<file path="config.mk">
export PLATFORM = sky130hd
export DESIGN_NAME = sum_ascii_tx
export DESIGN_NICKNAME = d
export VERILOG_FILES = /design/src/rtl/sum_ascii_pkg.sv /design/src/rtl/sum_ascii_tx_bin2dec_seq.sv /design/src/rtl/sum_ascii_tx.sv
export SDC_FILE = /design/constraint.sdc
export NUM_CORES = 1
export LEC_CHECK = 0
export ABC_AREA = 0
export CAP_MARGIN = 0
export CORE_ASPECT_RATIO = 0.5
export CORE_MARGIN = 10
export CORE_UTILIZATION = 27
export CTS_CLUSTER_SIZE = 24
export DETAILED_ROUTE_END_ITERATION = 10
export GPL_ROUTABILITY_DRIVEN = 0
export GPL_TIMING_DRIVEN = 0
export SETUP_SLACK_MARGIN = 0.5
export SLEW_MARGIN = 20
export SYNTH_ARGS = -nofsm -noshare
export SYNTH_HDL_FRONTEND = slang
export SYNTH_HIERARCHICAL = 1
export SYNTH_SLANG_ARGS = --single-unit
</file>
<file path="constraint.sdc">
create_clock -name sys_clk -period 2.8 [get_ports sys_clk]
set_input_delay 0.56 -clock sys_clk [delete_from_list [all_inputs] [get_ports sys_clk]]
set_output_delay 0.56 -clock sys_clk [all_outputs]
set_load 0.02 [all_outputs]
</file>
<file path="src/rtl/sum_ascii_pkg.sv">
// Shared types and constants for the sum-to-ASCII pacing stage.
package sum_ascii_pkg;

    typedef enum logic [1:0] {
        IDLE = 2'd0,
        CONV = 2'd1,
        SEND = 2'd2,
        WAIT = 2'd3
    } state_t;

    localparam logic [7:0] ASCII_0  = 8'h30;
    localparam logic [7:0] ASCII_CR = 8'h0D;
    localparam logic [7:0] ASCII_LF = 8'h0A;
    localparam logic [7:0] ASCII_SP = 8'h20;

    // One UART frame (start + 8 data + stop) plus one guard bit, in clocks.
    function automatic int unsigned byte_cyc_f(input int unsigned clk_freq,
                                               input int unsigned uart_bps);
        return 32'd11 * (clk_freq / uart_bps);
    endfunction

    function automatic logic [7:0] digit_ascii(input logic [3:0] digit);
        return ASCII_0 + {4'd0, digit};
    endfunction

endpackage

</file>
<file path="src/rtl/sum_ascii_tx_bin2dec_seq.sv">
// Iterative binary-to-decimal converter: one subtract step per cycle after start,
// then one cycle to raise done once the remainder is below ten.
module bin2dec_seq
    import sum_ascii_pkg::*;
(
    input  logic       clk,
    input  logic       rst,
    input  logic       start,
    input  logic [7:0] value,
    output logic       done,
    output logic [1:0] hundreds,
    output logic [3:0] tens,
    output logic [3:0] ones
);

    logic [7:0] work_r;
    logic       run_r;

    assign ones = work_r[3:0];

    // Load on start, then peel off hundreds before tens until the remainder is a single digit.
    always_ff @(posedge clk) begin
        if (rst) begin
            work_r   <= 8'd0;
            run_r    <= 1'b0;
            done     <= 1'b0;
            hundreds <= 2'd0;
            tens     <= 4'd0;
        end else if (start) begin
            work_r   <= value;
            run_r    <= 1'b1;
            done     <= 1'b0;
            hundreds <= 2'd0;
            tens     <= 4'd0;
        end else if (run_r) begin
            if (work_r >= 8'd100) begin
                work_r   <= work_r - 8'd100;
                hundreds <= hundreds + 2'd1;
            end else if (work_r >= 8'd10) begin
                work_r <= work_r - 8'd10;
                tens   <= tens + 4'd1;
            end else begin
                run_r <= 1'b0;
                done  <= 1'b1;
            end
        end else begin
            done <= done;
        end
    end

endmodule

</file>
<file path="src/rtl/sum_ascii_tx.sv">
// Queues 8-bit sums, formats each as three ASCII digits plus a terminator and
// paces one byte strobe per UART frame. SUM_ASCII_CRLF_EN selects CR LF instead of a space.
module sum_ascii_tx
    import sum_ascii_pkg::*;
#(
    parameter int CLK_FREQ = 50_000_000,
    parameter int UART_BPS = 9600,
    parameter int DEPTH    = 4
) (
    input  logic       sys_clk,
    input  logic       sys_rst,
    input  logic       pi_flag,
    input  logic [7:0] pi_sum,
    output logic       po_flag,
    output logic [7:0] po_data,
    output logic       po_drop,
    output logic       busy
);

    localparam int BYTE_CYC = int'(byte_cyc_f(CLK_FREQ, UART_BPS));
    localparam int CW       = $clog2(BYTE_CYC);
    localparam int AW       = $clog2(DEPTH);
`ifdef SUM_ASCII_CRLF_EN
    localparam int NCHAR = 5;
`else
    localparam int NCHAR = 4;
`endif
    localparam logic [2:0]    LAST_IDX = 3'(NCHAR - 1);
    localparam logic [CW-1:0] CNT_LAST = CW'(BYTE_CYC - 1);
    localparam logic [CW-1:0] CNT_ONE  = CW'(1'b1);
    localparam logic [AW-1:0] PTR_ONE  = AW'(1'b1);
    localparam logic [AW:0]   FILL_ONE = (AW+1)'(1'b1);
    localparam logic [AW:0]   FILL_MAX = (AW+1)'(DEPTH);

    logic [7:0]    mem_r [DEPTH];
    logic [AW-1:0] wr_ptr_r;
    logic [AW-1:0] rd_ptr_r;
    logic [AW:0]   count_r;
    logic          full_s;
    logic          empty_s;
    logic          pop_s;
    logic          push_s;
    logic          drop_s;

    state_t        state_r;
    logic [2:0]    idx_r;
    logic [CW-1:0] cnt_r;
    logic [7:0]    chars_r [5];

    logic          conv_done_s;
    logic [1:0]    conv_hund_s;
    logic [3:0]    conv_tens_s;
    logic [3:0]    conv_ones_s;

    assign full_s  = (count_r == FILL_MAX);
    assign empty_s = (count_r == {(AW+1){1'b0}});
    // A pop frees a slot in the same edge, so a full queue still accepts a write then.
    assign pop_s   = (state_r == IDLE) && !empty_s;
    assign push_s  = pi_flag && (!full_s || pop_s);
    assign drop_s  = pi_flag && full_s && !pop_s;

    // Queue storage; contents need no reset because count_r gates every read.
    always_ff @(posedge sys_clk) begin
        if (push_s) begin
            mem_r[wr_ptr_r] <= pi_sum;
        end
    end

    // Queue pointers, fill level and the registered drop pulse.
    always_ff @(posedge sys_clk) begin
        if (sys_rst) begin
            wr_ptr_r <= {AW{1'b0}};
            rd_ptr_r <= {AW{1'b0}};
            count_r  <= {(AW+1){1'b0}};
            po_drop  <= 1'b0;
        end else begin
            po_drop <= drop_s;
            if (push_s) begin
                wr_ptr_r <= wr_ptr_r + PTR_ONE;
            end
            if (pop_s) begin
                rd_ptr_r <= rd_ptr_r + PTR_ONE;
            end
            case ({push_s, pop_s})
                2'b10:   count_r <= count_r + FILL_ONE;
                2'b01:   count_r <= count_r - FILL_ONE;
                default: count_r <= count_r;
            endcase
        end
    end

    bin2dec_seq u_bin2dec (
        .clk      (sys_clk),
        .rst      (sys_rst),
        .start    (pop_s),
        .value    (mem_r[rd_ptr_r]),
        .done     (conv_done_s),
        .hundreds (conv_hund_s),
        .tens     (conv_tens_s),
        .ones     (conv_ones_s)
    );

    // Pacing FSM: convert, then strobe one character per frame time.
    always_ff @(posedge sys_clk) begin
        if (sys_rst) begin
            state_r <= IDLE;
            idx_r   <= 3'd0;
            cnt_r   <= {CW{1'b0}};
            po_flag <= 1'b0;
            po_data <= 8'd0;
            busy    <= 1'b0;
            for (int i = 0; i < 5; i++) begin
                chars_r[i] <= 8'd0;
            end
        end else begin
            po_flag <= 1'b0;
            busy    <= (state_r != IDLE) || !empty_s;
            case (state_r)
                IDLE: begin
                    idx_r <= 3'd0;
                    if (pop_s) begin
                        state_r <= CONV;
                    end
                end
                CONV: begin
                    if (conv_done_s) begin
                        chars_r[0] <= digit_ascii({2'b00, conv_hund_s});
                        chars_r[1] <= digit_ascii(conv_tens_s);
                        chars_r[2] <= digit_ascii(conv_ones_s);
`ifdef SUM_ASCII_CRLF_EN
                        chars_r[3] <= ASCII_CR;
                        chars_r[4] <= ASCII_LF;
`else
                        chars_r[3] <= ASCII_SP;
                        chars_r[4] <= ASCII_SP;
`endif
                        state_r <= SEND;
                    end
                end
                SEND: begin
                    po_flag <= 1'b1;
                    po_data <= chars_r[idx_r];
                    cnt_r   <= {CW{1'b0}};
                    state_r <= WAIT;
                end
                WAIT: begin
                    if (cnt_r == CNT_LAST) begin
                        cnt_r <= {CW{1'b0}};
                        if (idx_r == LAST_IDX) begin
                            state_r <= IDLE;
                        end else begin
                            idx_r   <= idx_r + 3'd1;
                            state_r <= SEND;
                        end
                    end else begin
                        cnt_r <= cnt_r + CNT_ONE;
                    end
                end
                default: begin
                    state_r <= IDLE;
                end
            endcase
        end
    end

endmodule

</file>
==> results_dict.tcl, run 1 <==
set metrics [dict create \
    status "complete, no violations" \
    synth.area.top_cells "edfxtp_1 27%, dfxtp_1 23%, mux4_2 3.8%, ha_1 3.4%, nor2_1 3.4%" \
    crit_chain "inv_1 -> ha_1 -> a2111o_1 -> o31ai_4 -> buf_4 -> nor2_1 -> xnor2_1 -> a211oi_1" \
    setup_viol 0 \
    path_class "register to register" \
    slowest_stage "a2111o_1" \
    clockBufferDepth 2 \
    hold_viol_final 0 \
    drive_above_1_share_pct 14.6 \
    nets 499 \
    cts_sinks 98 \
    port_buffers 19 \
    hold_class "register to register" \
    antenna_cells 0 \
    grt_overflow 0 \
    dp_slack_ns 0.288 \
    synth-warning-count 13 \
    track_usage_pct 8.50 \
    grt_pass1_wl_um 16500 \
    tns_ns 0 \
    dr.pass1.iters 5 \
    cts_tree "built" \
    cap_violations 0 \
    drc 0 \
    critPathTopFamily "compound AO/OA/AOI/OAI gates" \
    crit_buf_inv 2 \
    vias 3307 \
    num_io_pins 22 \
    relSlewSlack_pct 41.1 \
    cts_buffers 9 \
    post-route-min-period_ns 2.16 \
    routed_wl_um 9660 \
    htree_num_levels 3 \
    cp.arrival_ns 2.41 \
    synth_flop_cell "dfxtp_1" \
    crit_required_ns 3.06 \
    netlist_instances 439 \
    row_count 34 \
    die_area_um2 23500 \
    powerDensity_nw_per_um2 738 \
    hold_start "cnt_r[9]" \
    drtAntennaViolNets 0 \
    synthArstFlopShare_pct 0 \
    postLayoutCoreUtil_pct 32.2 \
    yosysSeqAreaShare_pct 50.7 \
    num-fill-cells 1755 \
    netlist-cell-type-count 69 \
    cp-start-kind "register" \
    tightest_slew_ns 0.882 \
    syn_avg_cell_area_um2 10.8 \
    min_period_over_period_pct 77.0 \
    whs_ns 0.492 \
    dpl.hpwl_um 6730 \
    synth_edf_count 43 \
    clk_pin_slew_ns 0.07 \
    slew_violations 0 \
    fp.dieH_um 113 \
    fmax_ghz 0.464 \
    coreArea_um2 17300 \
    setup_slack_ns 0.643 \
    critPathMaxStageDelay_ns 0.44 \
    timing.critical_path.fanout_max 7 \
    start_util_pct 27.3 \
    r2r_start "u_bin2dec/work_r[2]" \
    area_growth_pct 17.9 \
    crit_path_start "u_bin2dec/work_r[2]" \
    ir_drop_v 0.000402 \
    syn-cell-area_um2 4720 \
    post_drt_wl_per_cell_um 13.5 \
    die_w_um 207 \
    rsz0062_at_grt "false" \
    grt_pass1_vias 3224 \
    vias_per_cell 4.64 \
    synth_top_area_share_pct 27.4 \
    clk-insertion-delay-late_ns 0.34 \
    p_leak_nw 1.90 \
    ys_ff_latch 98 \
    cts-root-buf "clkbuf_16" \
    antenna_found_initial 0 \
    setup.worst_path.end_class "register" \
    yosysTopAreaCell "edfxtp_1" \
    skew_ns 0.00784 \
    grt_max_degree 19 \
    drt_iter0_drc 230 \
]
## layout make-up
type	instances	area (um^2)	area share, %
Clock inverter	6	55.1	0.989
Timing Repair Buffer	23	220	3.96
Clock buffer	10	239	4.29
Multi-Input combinational cell	290	2080	37.4
Inverter	21	78.8	1.42
Sequential cell	98	2400	43.1
Tap cell	234	293	5.26
Buffer	31	201	3.62
## worst paths after layout
path,to,slack [ns],depth (start not counted)
setup / recovery,u_bin2dec/work_r[1],0.64,8
hold reg to reg,cnt_r[9],0.49,1
setup reg to reg,u_bin2dec/work_r[1],0.64,8
hold / removal,cnt_r[9],0.49,1
## timing repair
action / CTS / global route
setup endpoints to repair: 4 / 7
gates cloned: 0 / 0
pin swaps: 1 / 1
gates resized for setup: 1 / 8
hold buffers: 0 / 0
buffers inserted: 4 / 0
## where the power goes
part | internal, mW | switching, mW | leakage [nW] | total (mW)
Clock | 0.646 | 0.558 | 0.146 | 1.20
Sequential | 1.65 | 0.117 | 0.855 | 1.77
Combinational | 0.494 | 0.640 | 0.898 | 1.13
Total | 2.79 | 1.31 | 1.90 | 4.11
## routing by layer
metal	vias up	global-route usage (%)	part of all wire (%)
met5	-	0	0
met4	0	2.54	1.1
met3	11	2.04	3.6
met2	65	13.7	46
met1	1551	11.1	49
li1	1680	-	-
## sequential cells by signal (all words and copies together) (netlist names), 2 cells and up, named ones only
register            cells
state_r                 2
wr_ptr_r                2
idx_r                   3
mem_r                  32
count_r                 3
rd_ptr_r                2
cnt_r                  16
u_bin2dec/tens          4
u_bin2dec/work_r        8
po_data                 6
u_bin2dec/hundreds      2
chars_r                11
## cells in the final DEF, fill, tap and decap left out, drive strengths merged, types with 6 or more instances in the layout
cell,instances
a21oi,21
a31oi,16
and2,16
buf,22
clkbuf,23
clkdlybuf4s50,19
dfxtp,55
edfxtp,43
ha,13
inv,25
mux4,8
nand2,21
nand3,19
nand4,11
nor2,44
nor3,10
o21ai,9
xnor2,9
xor2,6
## synth_stat cells (3+ instances only)
cell       instances
o211ai_1           4
inv_1             21
clkbuf_8           3
a41oi_1            3
mux2i_1            5
o21ai_0            9
a21oi_1           21
a22oi_1            5
nand2_1           21
mux4_2             8
o2bb2ai_1          3
xnor2_1            9
nor3_1            10
nand4_1           10
buf_4              6
buf_2              7
nor2b_1            3
a31oi_1           15
or2_2              4
nand3_1           19
buf_6              3
and3_1             3
dfxtp_1           55
nor2_1            43
clkbuf_1          10
mux2_2             3
edfxtp_1          43
ha_1              13
xor2_1             6
o311ai_0           4
a22o_1             3
or4_1              3
nand2b_1           5
and2_1            16
## cells by family after synthesis
kind of cell	count (synthesis)	share of synthesized area (%)
XOR/XNOR	15	2.78
AND/OR/NAND/NOR	154	17.3
other	1	0.0795
adder cells (fa/ha/maj)	14	3.87
multiplexers	16	5.59
flip-flops	98	50.7
AO/OA/AOI/OAI	89	13.8
buffers and inverters	52	5.91
## per-stage QoR
step                      total power, mW  cell area (um^2)  std cells
after CTS                            4.10              5530        713
after global routing                 4.37              5570        713
after floorplan                      2.60              4720        440
final                                4.11              5570        713
after global placement               2.85              5210        693
after detailed placement             2.87              5210        693
(Power assumes the default switching activity.)
==> run 2, diff against run 1 <==
clock period = 2 ns   (was 2.8 ns; I/O delays follow)
==> results_dict.tcl, run 2 (synthesis results as in run 1) <==
set metrics [dict create \
    drt_iter0_drc 175 \
    path_class "register to register" \
    skew_ns 0.00883 \
    timing.critical_path.fanout_max 6 \
    hold_class "register to register" \
    nets 540 \
    slew_violations 0 \
    cp.arrival_ns 2.15 \
    whs_ns 0.482 \
    vias_per_cell 4.74 \
    coreArea_um2 17300 \
    p_leak_nw 2.28 \
    fp.dieH_um 113 \
    cts-root-buf "clkbuf_16" \
    setup.worst_path.end_class "register" \
    crit_required_ns 2.23 \
    dpl.hpwl_um 6870 \
    post_drt_wl_per_cell_um 14.3 \
    area_growth_pct 36.7 \
    r2r_start "u_bin2dec/work_r[2]" \
    postCtsHoldBufs 0 \
    clk-insertion-delay-late_ns 0.34 \
    placed_cells 693 \
    grt_max_degree 17 \
    status "complete, no violations" \
    row_count 34 \
    tightest_slew_ns 0.555 \
    cp-start-kind "register" \
    post-route-min-period_ns 1.92 \
    clockBufferDepth 2 \
    relSlewSlack_pct 63.0 \
    grt_overflow 0 \
    start_util_pct 27.3 \
    setup_viol 0 \
    cts_sinks 98 \
    place_area_um2 5330 \
    die_area_um2 23500 \
    cts_buffers 9 \
    drive_above_1_share_pct 37.1 \
    layout_commonest_cell "edfxtp_1" \
    fmax_ghz 0.520 \
    die_w_um 207 \
    vias 3576 \
    min_period_over_period_pct 96.2 \
    antenna_cells 0 \
    endpoint "u_bin2dec/work_r[5]" \
    dr.pass1.iters 5 \
    num_io_pins 22 \
    layout.cells.non_filler 754 \
    grt_pass1_vias 3546 \
    fin_area_um2 6450 \
    track_usage_pct 9.16 \
    routed_wl_um 10800 \
    cap_violations 0 \
    largest_registers "mem_r (32), cnt_r (16), chars_r (11)" \
    largest_register_ffs 32 \
    drtAntennaViolNets 0 \
    largest-register "mem_r" \
    rsz0062_at_grt "true" \
    grt_pass1_wl_um 17700 \
    regToRegEndpoint "u_bin2dec/work_r[5]" \
    clk_pin_slew_ns 0.07 \
    drc 0 \
    reg2reg_slack_ns 0.08 \
    postLayoutCoreUtil_pct 37.3 \
    antenna_found_initial 0 \
    layout_common_cells "43 x edfxtp_1, 41 x buf_4, 37 x nor2_1, 37 x dfxtp_1, 18 x inv_1" \
    htree_num_levels 3 \
    ff2ff_path_depth 8 \
    port_buffers 19 \
    cts_tree "built" \
    crit_path_start "u_bin2dec/work_r[2]" \
    ir_drop_v 0.000571 \
    hold_viol_final 0 \
    powerDensity_nw_per_um2 1020 \
]
==> run 2: cell types whose count changed in the layout (fill, tap and decap cells not counted), sizes merged <==
cell	before	now
buf	22	63
bufinv	0	2
clkbuf	23	22
clkdlybuf4s15	0	3
clkdlybuf4s50	19	9
clkinv	2	5
dlygate4sd2	0	7
inv	25	21
==> run 2: cell type report <==
class	instances	area (um^2)
repair buffers	64	594
plain buffers	31	270
inverters	21	86.3
clock buffers	9	225
well taps	234	293
flip-flops and latches	98	2430
clock inverters	7	93.8
multi-input cells	290	2450
fillers	1674	10800
==> run 2: routing by layer <==
metal	track usage, %	vias up	part of all wire (%)
li1	-	1759	-
met2	14.9	74	48
met3	2.15	14	4.1
met4	2.98	0	1.2
met1	11.8	1729	47
met5	0	-	0
==> run 2: timing repair <==
action | in CTS | in global routing
buffers inserted | 35 | 7
resized for setup | 83 | 59
cloned | 2 | 1
pin swaps | 24 | 17
setup endpoints to repair | 113 | 95
hold endpoints to repair | 0 | 0
==> run 2: worst max-delay path: stages (launching register included) <==
cell and delay (ns):
dfxtp_4 0.39, inv_4 0.05, ha_4 0.15, a2111o_1 0.40, o31ai_4 0.19, buf_6 0.18
nor2_4 0.05, and3_4 0.17, o31a_1 0.22
==> run 2: through the flow <==
| step | setup TNS, ns | power (mW) | setup slack, ns |
|---|---|---|---|
| detailed placement | -5.81 | 4.18 | -0.265 |
| floorplan | 0 | 3.80 | 0.0498 |
| CTS | 0 | 6.48 | 0.101 |
| global route | 0 | 6.95 | 0.0102 |
| finish | 0 | 6.59 | 0.0752 |
| global placement | -5.06 | 4.16 | -0.236 |
==> run 2: where the power goes <==
group,total (mW),switching [mW],internal (mW)
logic,2.27,1.15,1.12
registers,2.48,0.144,2.33
clock network,1.84,0.749,1.09
total,6.59,2.05,4.54
==> run 2: how the worst min path moves through the flow <==
stage / from / end / slack, ns / cells past startpoint
global route: cnt_r[7] / cnt_r[7] / 0.50 / 1
CTS: cnt_r[7] / cnt_r[7] / 0.48 / 1
detailed placement: cnt_r[9] / cnt_r[9] / 0.48 / 1
floorplan: cnt_r[9] / cnt_r[9] / 0.45 / 1
global placement: po_data[5] / po_data[5] / 0.47 / 2
finish: cnt_r[7] / cnt_r[7] / 0.48 / 1
==> run 3, diff against run 2 <==
CTS_BUF_LIST = sky130_fd_sc_hd__clkbuf_16   (was unset)
==> results of run 3 <==
Same layout as run 2: the final DEF is identical, and so are final timing and power.
